`config.mk`:
```
export PLATFORM = sky130hd
export DESIGN_NAME = uart_rx
export DESIGN_NICKNAME = d
export VERILOG_FILES = /design/src/rtl/uart_pkg.sv /design/src/rtl/uart_rx_fifo.sv /design/src/rtl/uart_rx.sv
export SDC_FILE = /design/constraint.sdc
export NUM_CORES = 1
export LEC_CHECK = 0
export BUFFER_PORTS_ARGS = -buffer_cell sky130_fd_sc_hd__buf_2
export CAP_MARGIN = 20
export CORE_ASPECT_RATIO = 1.2
export CORE_MARGIN = 3
export CORE_UTILIZATION = 25
export CTS_CLUSTER_DIAMETER = 40
export CTS_CLUSTER_SIZE = 28
export DETAILED_ROUTE_END_ITERATION = 8
export HOLD_SLACK_MARGIN = 0.06
export PLACE_DENSITY_LB_ADDON = 0.3
export SKIP_CTS_REPAIR_TIMING = 1
export SLEW_MARGIN = 20
export SYNTH_ARGS = -nofsm -noshare
export SYNTH_HDL_FRONTEND = slang
export SYNTH_SLANG_ARGS = --single-unit
```
`constraint.sdc`:
```
create_clock -name clk -period 3.2 [get_ports clk]
set_clock_uncertainty 0.2 [all_clocks]
set_input_delay 0.16 -clock clk [delete_from_list [all_inputs] [get_ports clk]]
set_output_delay 0.16 -clock clk [all_outputs]
set_load 0.05 [all_outputs]
```
`src/rtl/uart_pkg.sv`:
```
// Shared UART definitions: receiver FSM encoding, 16550-style LSR bit positions
// and the default bit period used by both the transmitter and the receiver.
package uart_pkg;

  typedef enum logic [2:0] {
    S_IDLE      = 3'd0,
    S_START     = 3'd1,
    S_DATA      = 3'd2,
    S_STOP      = 3'd3,
    S_WAIT_HIGH = 3'd4
  } rx_state_t;

  // Positions within the 32-bit status word returned on the bus.
  localparam int LSR_DR   = 8;
  localparam int LSR_OE   = 9;
  localparam int LSR_FE   = 11;
  localparam int LSR_THRE = 13;
  localparam int LSR_TEMT = 14;
  localparam int RX_FULL  = 16;

  localparam int DEFAULT_BIT_TIME = 433;

endpackage

```
`src/rtl/uart_rx_fifo.sv`:
```
// Synchronous receive FIFO with show-ahead read data; push and pop may occur
// in the same cycle, including when the FIFO is full.
module uart_rx_fifo #(
  parameter int W          = 8,
  parameter int DEPTH_LOG2 = 4
) (
  input  logic         clk,
  input  logic         reset,
  input  logic         push,
  input  logic [W-1:0] wdata,
  input  logic         pop,
  output logic [W-1:0] rdata,
  output logic         full,
  output logic         empty
);

  localparam int DEPTH = 1 << DEPTH_LOG2;

  logic [W-1:0]          mem [DEPTH];
  logic [DEPTH_LOG2-1:0] wptr;
  logic [DEPTH_LOG2-1:0] rptr;
  logic [DEPTH_LOG2:0]   count;

  assign full  = (count == (DEPTH_LOG2+1)'(DEPTH));
  assign empty = (count == '0);
  assign rdata = mem[rptr];

  always_ff @(posedge clk) begin
    if (push) mem[wptr] <= wdata;
  end

  always_ff @(posedge clk or posedge reset) begin
    if (reset) begin
      wptr  <= '0;
      rptr  <= '0;
      count <= '0;
    end else begin
      if (push) wptr <= wptr + 1'b1;
      if (pop)  rptr <= rptr + 1'b1;
      case ({push, pop})
        2'b10:   count <= count + 1'b1;
        2'b01:   count <= count - 1'b1;
        default: count <= count;
      endcase
    end
  end

endmodule

```
`src/rtl/uart_rx.sv`:
```
// 8N1 UART receiver with a word-bus slave port and LSR-style status.
// Define UART_RX_FIFO_EN to replace the single holding register with a FIFO.
module uart_rx
  import uart_pkg::*;
#(
  parameter int BIT_TIME        = DEFAULT_BIT_TIME,
  parameter int HALF_TIME       = BIT_TIME / 2,
  parameter int FIFO_DEPTH_LOG2 = 4
) (
  input  logic        clk,
  input  logic        reset,
  input  logic [2:0]  addr,
  input  logic [31:0] din,
  output logic [31:0] dout,
  input  logic [3:0]  lane,
  input  logic        wr,
  input  logic        valid,
  input  logic        rxd,
  output logic        irq
);

  localparam int TW = (BIT_TIME > 0) ? $clog2(BIT_TIME + 1) : 1;

  // Bus access: a cycle with valid high is one complete access (no wait
  // states); read data appears on dout the following cycle, writes are ignored.
  logic data_rd, stat_rd;
  assign data_rd = valid & ~wr & ~addr[2];
  assign stat_rd = valid & ~wr &  addr[2];

  logic unused_ok;
  assign unused_ok = ^{din, lane, addr[1:0], 1'(FIFO_DEPTH_LOG2)};

  logic rx_meta, rxs;
  always_ff @(posedge clk or posedge reset) begin
    if (reset) begin
      rx_meta <= 1'b1;
      rxs     <= 1'b1;
    end else begin
      rx_meta <= rxd;
      rxs     <= rx_meta;
    end
  end

  rx_state_t   state, state_d;
  logic [TW-1:0] tdiv, tdiv_d;
  logic [2:0]  bidx, bidx_d;
  logic [7:0]  shreg, shreg_d;
  logic        deliver, fe_set;

  always_ff @(posedge clk or posedge reset) begin
    if (reset) begin
      state <= S_IDLE;
      tdiv  <= '0;
      bidx  <= '0;
      shreg <= '0;
    end else begin
      state <= state_d;
      tdiv  <= tdiv_d;
      bidx  <= bidx_d;
      shreg <= shreg_d;
    end
  end

  always_comb begin
    state_d = state;
    tdiv_d  = tdiv;
    bidx_d  = bidx;
    shreg_d = shreg;
    deliver = 1'b0;
    fe_set  = 1'b0;
    unique case (state)
      S_IDLE: begin
        tdiv_d = '0;
        // The counter advances on the detection edge, so the mid-point
        // check lands HALF_TIME cycles after the start bit is seen.
        if (!rxs) begin
          state_d = S_START;
          tdiv_d  = TW'(1);
        end
      end
      S_START: begin
        tdiv_d = tdiv + TW'(1);
        if (tdiv == TW'(HALF_TIME)) begin
          tdiv_d  = '0;
          bidx_d  = '0;
          state_d = rxs ? S_IDLE : S_DATA;
        end
      end
      S_DATA: begin
        tdiv_d = (tdiv == TW'(BIT_TIME)) ? '0 : tdiv + TW'(1);
        if (tdiv == TW'(BIT_TIME)) begin
          shreg_d = {rxs, shreg[7:1]};
          bidx_d  = bidx + 3'd1;
          if (bidx == 3'd7) state_d = S_STOP;
        end
      end
      S_STOP: begin
        tdiv_d = (tdiv == TW'(BIT_TIME)) ? '0 : tdiv + TW'(1);
        if (tdiv == TW'(BIT_TIME)) begin
          deliver = 1'b1;
          if (rxs) begin
            state_d = S_IDLE;
          end else begin
            fe_set  = 1'b1;
            state_d = S_WAIT_HIGH;
          end
        end
      end
      S_WAIT_HIGH: begin
        tdiv_d = '0;
        if (rxs) state_d = S_IDLE;
      end
      default: begin
        state_d = S_IDLE;
        tdiv_d  = '0;
      end
    endcase
  end

  logic        ready, full_bit, overrun;
  logic [31:0] data_word;

`ifdef UART_RX_FIFO_EN
  logic       f_push, f_pop, f_full, f_empty;
  logic [7:0] f_rdata;

  assign f_pop     = data_rd & ~f_empty;
  assign f_push    = deliver & (~f_full | f_pop);
  assign overrun   = deliver & f_full & ~f_pop;
  assign ready     = ~f_empty;
  assign full_bit  = f_full;
  assign data_word = f_empty ? 32'h0 : {24'h0, f_rdata};

  uart_rx_fifo #(
    .W          (8),
    .DEPTH_LOG2 (FIFO_DEPTH_LOG2)
  ) u_fifo (
    .clk   (clk),
    .reset (reset),
    .push  (f_push),
    .wdata (shreg),
    .pop   (f_pop),
    .rdata (f_rdata),
    .full  (f_full),
    .empty (f_empty)
  );
`else
  logic [7:0] hold;

  // A same-cycle data read frees the register, so the new byte still loads.
  assign overrun   = deliver & ready & ~data_rd;
  assign full_bit  = 1'b0;
  assign data_word = {24'h0, hold};

  always_ff @(posedge clk or posedge reset) begin
    if (reset) begin
      hold  <= '0;
      ready <= 1'b0;
    end else if (deliver && (!ready || data_rd)) begin
      hold  <= shreg;
      ready <= 1'b1;
    end else if (data_rd) begin
      ready <= 1'b0;
    end
  end
`endif

  logic oe, fe;
  logic [31:0] status_word;

  always_comb begin
    status_word          = '0;
    status_word[LSR_DR]  = ready;
    status_word[LSR_OE]  = oe;
    status_word[LSR_FE]  = fe;
    status_word[RX_FULL] = full_bit;
  end

  always_ff @(posedge clk or posedge reset) begin
    if (reset) begin
      oe   <= 1'b0;
      fe   <= 1'b0;
      dout <= '0;
      irq  <= 1'b0;
    end else begin
      // Flag sets take priority over the clearing status read.
      if (overrun)      oe <= 1'b1;
      else if (stat_rd) oe <= 1'b0;
      if (fe_set)       fe <= 1'b1;
      else if (stat_rd) fe <= 1'b0;
      if (data_rd)      dout <= data_word;
      else if (stat_rd) dout <= status_word;
      else              dout <= '0;
      irq <= ready;
    end
  end

endmodule

```
==> results.tsv, run 1 <==
metric	value	unit
Seq cells post-synth	48	
fin nets	269	
Max Root-Sink Buffers	2	
largest net degree at the start of global routing	49	
GRT overflow	0	
syn_area_per_cell	11.26	um2
cell leakage power	1.246	nW
DR WL/cell	10.33	um
Post-Syn Instances	194	
slack of the critical path	1163	ps
Slew @ Worst Pin	796.1	ps
final RePlAce weighted congestion	0.7442	
first-pass GRT wire length	5858	um
final slew viol count	0	
Hold Fails Final Rpt	0	
maximum clock frequency	0.4910	GHz
share of the synthesized area in the top cell type	0.5269	
count of flip-flops with a built-in enable after synthesis	0	
H-tree Lvls	2	
chip width	91.34	um
die height	108.4	um
Startpoint Class	flip-flop	
vias per inst	3.872	
drt total wl	3461	um
top_reg_cell synth	dfrtp_1	
buffers plus inverters on the worst setup path	1	
Relative slew margins	0.4687	
Ys Warns	0	
Crit Path Class	reg -> reg	
TritonCTS Sinks	48	
Critical-path top delay cell	dfrtp_1	
CP cell instances	inv_1 -> ha_1 -> and4bb_2 -> nand3_1 -> o31a_2 -> mux2_2	
Distinct cells, synth	38	
Post-DP HPWL	2297	um
Post-Syn Area	2185	um2
FF-to-FF setup slack	1160	ps
Worst Path Arrival	2030	ps
top cells by area, synth	dfrtp_1 (53%), buf_4 (7.9%), nand2_1 (5.3%)	
Min Hold Slack	161.0	ps
clock slew at reported path FFs	90	ps
Worst path max stage delay	400	ps
clk_lat worst skew	300	ps
TritonCTS clock tree	yes	
drc violations	0	
Setup-failing EPs final	0	
initial antenna violation count	0	
CTS root buf	clkbuf_8	
commonest non-fill, non-tap cell in the layout	dfrtp_1	
port bufs	17	
die footprint	9901	um2
ys async rst share	1.000	
ant diodes	0	
Pre-antenna DRT Iters	4	
Layout Utilization	0.3011	
share of cells above drive strength 1	0.2081	
Total GRT Usage	0.07432	
Max rail drop VDD	145.3	uV
register area share after synthesis	0.5510	
CTS Buf Count	5	
Routed Antenna Nets	0	
drt first-iter violations	68	
final worst path period share	0.6365	
I/O pin cnt	77	
vias	1297	
Place WS	1159	ps
total power per unit cell area	482.1	nW/um2
row cnt	36	
Worst path top cell family by delay	simple AND/OR/NAND/NOR gates	
max-cap violations	0	
status	completed	
Req. time, crit path	3200	ps
post-layout min period	2037	ps
Core ar.	8333	um2
crit-path max FO	9	
Worst Setup End Kind	flip-flop	
area leader, netlist	dfrtp_1	
vias in the first global route	1233	
Initial Util	0.2622	
Area growth, synth to finish	14.83	%
most frequent cells in the layout	dfrtp_1 (46), nand2_1 (31), conb_1 (21), buf_2 (17)	
RSZ-0062 raised after global routing	false	
Worst Hold Class	reg -> reg	
Fin Setup TNS	0	ps
## metal layers
layer  vias to the layer above  global-route usage  wire length (um)
li1                        654                   -                 -
met1                       601             0.09055              1626
met2                        37              0.1184              1574
met3                         5             0.02366               186
met4                         0             0.03772                73
met5                         -                   0                 0
## synth_stat cells (2+ instances only)
library cell  count
a21oi_1           2
a22o_2            2
and2_1           11
and3_1            3
buf_4            23
dfrtp_1          46
dfstp_2           2
ha_1              5
inv_1             5
mux2_2            9
nand2_1          31
nand3_1           5
nand4_1           2
nor2_1           11
nor2b_1           4
nor3b_1           2
o21ai_0           3
or3_1             2
xnor2_1           5
xor2_1            3
## metrics by stage
step | area (um2) | power (mW) | cells
floorplan | 2260 | 0.7065 | 214
global placement | 2310 | 0.6953 | 321
detailed placement | 2310 | 0.6955 | 321
CTS | 2447 | 1.229 | 329
global route | 2509 | 1.257 | 335
finish | 2509 | 1.210 | 335
## registers in the layout (all words and copies together) (netlist names)
name / flops
irq: 1
rx_meta: 1
rxs: 1
dout: 11
shreg: 8
oe: 1
bidx: 3
state: 3
ready: 1
tdiv: 9
fe: 1
hold: 8
## final cells by class
cell class / count / area, um2
fillers: 861 / 5824
repair buffers: 23 / 145.1
multi-input cells: 137 / 859.6
clock inverters: 3 / 68.82
flip-flops and latches: 48 / 1204
inverters: 5 / 20.02
well taps: 114 / 142.6
clock buffers: 5 / 68.82
## final timing paths
path	from	endpoint	cells after the start
setup / recovery	tdiv[1]$_DFF_PP0_	bidx[0]$_DFFE_PP0P_	6
hold / removal	rx_meta$_DFF_PP1_	rxs$_DFF_PP1_	0
setup reg to reg	tdiv[1]$_DFF_PP0_	bidx[0]$_DFFE_PP0P_	6
hold reg to reg	rx_meta$_DFF_PP1_	rxs$_DFF_PP1_	0
max in group asynchronous	reset	state[0]$_DFFE_PP0P_	3
min in group asynchronous	reset	dout[9]$_DFF_PP0_	3
## logic make-up (layout without fill, tap and decap cells)
group           Yosys count  in the layout  share of synthesized area
mux                      10             10                    0.05098
xor+xnor                  8              8                    0.03207
flops                    48             48                     0.5510
simple gates             81             81                     0.2027
other cells               1             21                   0.001717
compound gates           12             12                    0.04296
fa+ha+maj                 5              5                    0.02864
buf+inv                  29             36                    0.08992
## worst reg2reg max path, stage by stage (launching register included)
cell and delay, ps:
dfrtp_1 400, inv_1 80, ha_1 160, and4bb_2 270, nand3_1 310, o31a_2 260, mux2_2 260
## power by group
group          internal (mW)  total (mW)  switching, mW  leakage (nW)
clock network          0.314       0.521          0.207        0.0687
logic                0.00847      0.0783         0.0699         0.533
registers              0.609       0.610        0.00150         0.644
total                  0.931        1.21          0.278          1.25
Note: power is estimated with default switching activity, not from simulation.
==> run 2: changes to the inputs <==
clock period = 1.9 ns   (was 3.2 ns; I/O delays follow)
==> results.tsv, run 2 (synthesized netlist as in run 1, its figures left out) <==
metric	value	unit	change
Req. time, crit path	1890	ps	-1310 ps
Crit Path Class	reg -> reg		
Startpoint Class	flip-flop		
Post-DP HPWL	2511	um	+9.3%
Max Root-Sink Buffers	2		unchanged
die footprint	9901	um2	unchanged
total power per unit cell area	737.7	nW/um2	+53%
initial antenna violation count	0		unchanged
I/O pin cnt	77		unchanged
largest net degree at the start of global routing	27		-45%
ant diodes	0		unchanged
RR Startpoint	tdiv[1]$_DFF_PP0_		
Hold Fails Final Rpt	0		unchanged
Worst Setup End Kind	flip-flop		
Critical-path top delay cell	dfrtp_1		
Worst Path Arrival	1860	ps	-170 ps
drt total wl	3564	um	+3.0%
Setup-failing EPs final	0		unchanged
Worst path max stage delay	390	ps	about the same
fin area	2620	um2	+4.4%
final slew viol count	0		unchanged
maximum clock frequency	0.5334	GHz	+8.6%
status	completed		
Routed Antenna Nets	0		unchanged
fillcell total	853		-0.93%
Largest register FFs	11		unchanged
commonest non-fill, non-tap cell in the layout	dfrtp_1		
Max rail drop VDD	266.1	uV	+83%
final worst path period share	0.9866		+0.3501
FF-to-FF setup slack	30	ps	-1140 ps
hold path depth	3		+3
drc violations	0		unchanged
most frequent cells in the layout	dfrtp_1 (46), nand2_1 (31), conb_1 (21), buf_2 (17), buf_4 (12)		
Worst Hold Class	in -> reg		
buffers plus inverters on the worst setup path	1		unchanged
DR WL/cell	10.27	um	-0.59%
vias in the first global route	1266		+2.7%
share of cells above drive strength 1	0.2704		+0.06224
port bufs	17		unchanged
cell leakage power	1.307	nW	+4.8%
Initial Util	0.2622		unchanged
Relative slew margins	0.6524		+0.1837
chip width	91.34	um	unchanged
first-pass GRT wire length	5934	um	+1.3%
cell depth of the worst flop-to-flop path	6		unchanged
Area growth, synth to finish	19.93	%	
hold endpoint	dout[8]$_DFF_PP0_		
die height	108.4	um	unchanged
post-layout min period	1875	ps	-162.1 ps
fin nets	281		+4.5%
TritonCTS clock tree	yes		
Total GRT Usage	0.07593		+0.001617
CP cell instances	inv_2 -> ha_4 -> and4bb_2 -> and2_4 -> nand4_4 -> mux2_4		
Slew @ Worst Pin	520.6	ps	-275.4 ps
worst r2r dst	hold[7]$_DFFE_PP0P_		
RSZ-0062 raised after global routing	true		
clock slew at reported path FFs	90	ps	about the same
final RePlAce weighted congestion	0.7154		-3.9%
slack of the critical path	25.40	ps	-1138 ps
vias per inst	3.856		-0.41%
Largest Register	dout		
GRT overflow	0		unchanged
CTS root buf	clkbuf_8		
Place WS	18.19	ps	-1141 ps
HP Start	addr[2]		
row cnt	36		unchanged
clk_lat worst skew	300	ps	about the same
H-tree Lvls	2		unchanged
CTS Buf Count	5		unchanged
top flop regs	dout: 11 flops, tdiv: 9 flops		
Placed Area	2420	um2	+4.8%
Core ar.	8333	um2	unchanged
Worst path top cell family by delay	simple AND/OR/NAND/NOR gates		
vias	1338		+3.2%
drt first-iter violations	60		-12%
crit-path max FO	8		-1
Pre-antenna DRT Iters	4		unchanged
max-cap violations	0		unchanged
TritonCTS Sinks	48		unchanged
[run 2: cell types whose count changed in the layout (fill, tap and decap cells not counted), sizes merged]
cell,before,now
buf,17,30
bufinv,2,1
clkbuf,5,6
dlygate4sd3,6,5
[run 2: final cells by class]
cell class	count	area, um2	share of cell area
clock buffer	6	82.58	0.03152
clock inverter	2	38.79	0.01480
inverter	5	18.77	0.007163
multi-input combinational	137	888.4	0.3391
sequential	48	1204	0.4594
tap	114	142.6	0.05444
timing repair buffer	35	245.2	0.09360
[run 2: stage by stage]
step / utilization / std cells / hold slack [ps] / setup TNS, ps / power [mW]
final: 0.3144 / 347 / 44.38 / 0 / 1.933
after global placement: 0.2904 / 334 / -30.10 / 0 / 1.177
after CTS: 0.3050 / 342 / -358.4 / 0 / 1.961
after global routing: 0.3144 / 347 / 85.00 / -324.5 / 2.017
after detailed placement: 0.2904 / 334 / -29.10 / 0 / 1.177
after floorplan: - / 214 / -100.5 / 0 / 1.190
[run 2: worst register-to-register path, cell delays in order (launching register included)]
cell and delay, ps:
dfrtp_1 390, inv_2 80, ha_4 130, and4bb_2 260, and2_4 170, nand4_4 180, mux2_4 350
[run 2: per-layer routing]
layer,GRT usage,up-vias,part of all wire
li1,-,676,-
met1,0.09312,621,0.45
met2,0.1241,35,0.48
met3,0.01879,6,0.049
met4,0.03879,0,0.022
met5,0,-,0
[run 2: where the power goes]
part / internal [mW] / switching (mW) / total (mW)
Sequential: 1.02 / 0.00242 / 1.03
Combinational: 0.0167 / 0.118 / 0.135
Clock: 0.430 / 0.340 / 0.770
Total: 1.47 / 0.461 / 1.93
[run 2: worst max path at each step]
stage / startpoint / to / slack [ps] / cells past startpoint
floorplan: tdiv[1]$_DFF_PP0_ / bidx[0]$_DFFE_PP0P_ / 130 / 6
global placement: tdiv[1]$_DFF_PP0_ / hold[6]$_DFFE_PP0P_ / 10 / 6
detailed placement: tdiv[1]$_DFF_PP0_ / hold[0]$_DFFE_PP0P_ / 20 / 6
CTS: tdiv[1]$_DFF_PP0_ / hold[0]$_DFFE_PP0P_ / 2 / 6
global route: tdiv[1]$_DFF_PP0_ / hold[7]$_DFFE_PP0P_ / -60 / 6
finish: tdiv[1]$_DFF_PP0_ / hold[7]$_DFFE_PP0P_ / 30 / 6
==> run 3: changes to the inputs <==
SYNTH_HIERARCHICAL = 1   (was unset)
clock period = 1.78 ns   (was 1.9 ns; I/O delays follow)
==> results.tsv, run 3 <==
metric	value	unit	change
status	finished with violations		
violated checks	negative setup slack		
final slew viol count	0		unchanged
compound-gate portion of the synthesized area	0.04296		unchanged
area leader, netlist	dfrtp_1		
Post-Syn Area	2185	um2	unchanged
top flop regs	dout: 11 flops, tdiv: 9 flops		
Ys Warns	6		+6
clk_lat worst skew	300	ps	about the same
port bufs	17		unchanged
mux cell area share after synthesis	0.05097		unchanged
Post-Synth XOR/XNOR Area	0.03207		unchanged
Area growth, synth to finish	23.20	%	
Startpoint Class	flip-flop		
syn_area_per_cell	11.26	um2	unchanged
first-pass GRT wire length	6348	um	+7.0%
Req. time, crit path	1770	ps	-120 ps
Crit Path Class	reg -> reg		
Post-Place Cells	340		+1.8%
RR Startpoint	tdiv[1]$_DFF_PP0_		
Pre-antenna DRT Iters	3		-1
HP Start	addr[2]		
vias in the first global route	1333		+5.3%
die footprint	9901	um2	unchanged
ant diodes	0		unchanged
Clk pwr share	0.432		+0.033
Total GRT Usage	0.07903		+0.003097
post-layout min period	1858	ps	-16.46 ps
Pwr Total	2.184	mW	+13%
Min Hold Slack	40.60	ps	-3.780 ps
share of the synthesized area in the top cell type	0.5269		unchanged
storage element area	1204	um2	unchanged
most common cell in the netlist	dfrtp_1		
commonest non-fill, non-tap cell in the layout	dfrtp_1		
slack of the critical path	-78.13	ps	-103.5 ps
Seq cells post-synth	48		unchanged
count of flip-flops with a built-in enable after synthesis	0		unchanged
die height	108.4	um	unchanged
top_reg_cell synth	dfrtp_1		
drc violations	0		unchanged
share of cells above drive strength 1	0.2887		+0.01832
post-synthesis adder-cell area fraction	0.02864		unchanged
Distinct cells, synth	38		unchanged
maximum clock frequency	0.5382	GHz	+0.89%
Hold Fails Final Rpt	0		unchanged
Worst Path Arrival	1840	ps	-20 ps
Largest Register	dout		
Post-DP HPWL	2612	um	+4.0%
vias per inst	3.938		+2.1%
Core ar.	8333	um2	unchanged
Worst Setup End Kind	flip-flop		
Initial Util	0.2622		unchanged
P_sw	506.3	uW	+9.8%
Worst Hold Class	in -> reg		
initial antenna violation count	0		unchanged
largest net degree at the start of global routing	29		+7.4%
drt total wl	3636	um	+2.0%
Seq pwr share	0.502		-0.029
ys async rst share	1.000		unchanged
CP startpoint	tdiv[1]$_DFF_PP0_		
total power per unit cell area	811.3	nW/um2	+10%
CTS root buf	clkbuf_8		
drt first-iter violations	74		+23%
Max rail drop VDD	270.3	uV	+1.6%
cell leakage power	1.348	nW	+3.2%
most frequent cells in the layout	dfrtp_1 (46), nand2_1 (31), conb_1 (21), buf_2 (17), buf_4 (17)		
Post-Synth Simple-Gate Area	0.2027		unchanged
top cells by count, synth	dfrtp_1 (46), nand2_1 (31), buf_4 (23)		
TritonCTS Sinks	48		unchanged
final RePlAce weighted congestion	0.7690		+7.5%
row cnt	36		unchanged
Sw Ratio	0.2319		-0.006618
DR WL/cell	10.30	um	+0.29%
non-filler cells in the finished layout	353		+1.7%
fillcell total	834		-2.2%
fin nets	287		+2.1%
Pint	1.677	mW	+14%
largest family of logic cells by synthesized area	simple AND/OR/NAND/NOR gates		
Routed Antenna Nets	0		unchanged
crit-path max FO	8		unchanged
vias	1390		+3.9%
Setup-failing EPs final	11		+11
Post-Syn Instances	194		unchanged
max-cap violations	0		unchanged
CTS Buf Count	5		unchanged
GRT overflow	0		unchanged
TritonCTS clock tree	yes		
final worst path period share	1.044		+0.05726
H-tree Lvls	2		unchanged
top cells by area, synth	dfrtp_1 (53%), buf_4 (7.9%), nand2_1 (5.3%)		
clock slew at reported path FFs	90	ps	about the same
Largest register FFs	11		unchanged
combinational power share	0.066		-0.004
multi-input logic area	885.9	um2	-0.28%
Max Root-Sink Buffers	2		unchanged
RSZ-0062 raised after global routing	true		
I/O pin cnt	77		unchanged
chip width	91.34	um	unchanged
register area share after synthesis	0.5510		unchanged
==> run 3: cell counts after synthesis <==
Identical to the previous run, type by type.
==> run 3: kinds of logic after synthesis <==
| group | count (synthesis) |
|---|---|
| simple gates | 81 |
| compound gates | 12 |
| buf+inv | 29 |
| other cells | 1 |
| xor+xnor | 8 |
| fa+ha+maj | 5 |
| mux | 10 |
| flops | 48 |
==> run 3: final cells by class <==
cell class              count  share of cell area
clock buffers               5             0.02557
clock inverters             3             0.02557
inverters                   5            0.006974
multi-input cells         137              0.3291
flip-flops and latches     48              0.4472
well taps                 114             0.05300
repair buffers             41              0.1125
==> run 3: layer usage <==
metal	global-route usage	vias up	wire, um
met1	0.09700	653	1619
met2	0.1341	37	1764
li1	-	692	-
met4	0.02802	0	67
met3	0.02088	8	185
met5	0	-	0
==> run 3: power by group through the flow <==
stage | Combinational [mW] | Clock [mW] | Sequential (mW)
floorplan | 0.153 | 0 | 1.12
global placement | 0.137 | 0 | 1.12
detailed placement | 0.138 | 0 | 1.12
CTS | 0.138 | 0.978 | 1.10
global route | 0.154 | 1.01 | 1.10
finish | 0.144 | 0.944 | 1.10
==> run 3: path summary, 6_finish.rpt <==
path	endpoint	slack [ps]	cells past startpoint
min in group asynchronous	fe$_DFFE_PP0P_	150	3
min reg2reg	rxs$_DFF_PP1_	160	0
max reg2reg	hold[0]$_DFFE_PP0P_	-80	6
min	dout[8]$_DFF_PP0_	40	3
max	hold[0]$_DFFE_PP0P_	-80	6
max in group asynchronous	shreg[2]$_DFFE_PP0P_	730	4
==> run 3: worst max-delay path, cell delays in order (launching register included) <==
cell	delay, ps
dfrtp_1	400
inv_2	80
ha_4	120
and4bb_2	260
and2_4	170
nand4_4	180
mux2_4	350
==> run 3: metrics by stage <==
step	TNS (ps)	area, um2	utilization	worst slack [ps]
floorplan	0	2260	-	6.602
global placement	-406.7	2477	0.2973	-50.22
detailed placement	-460.8	2477	0.2973	-55.83
CTS	-726.2	2615	0.3138	-89.48
global route	-1715	2691	0.3230	-163.1
finish	-556.8	2691	0.3230	-78.13
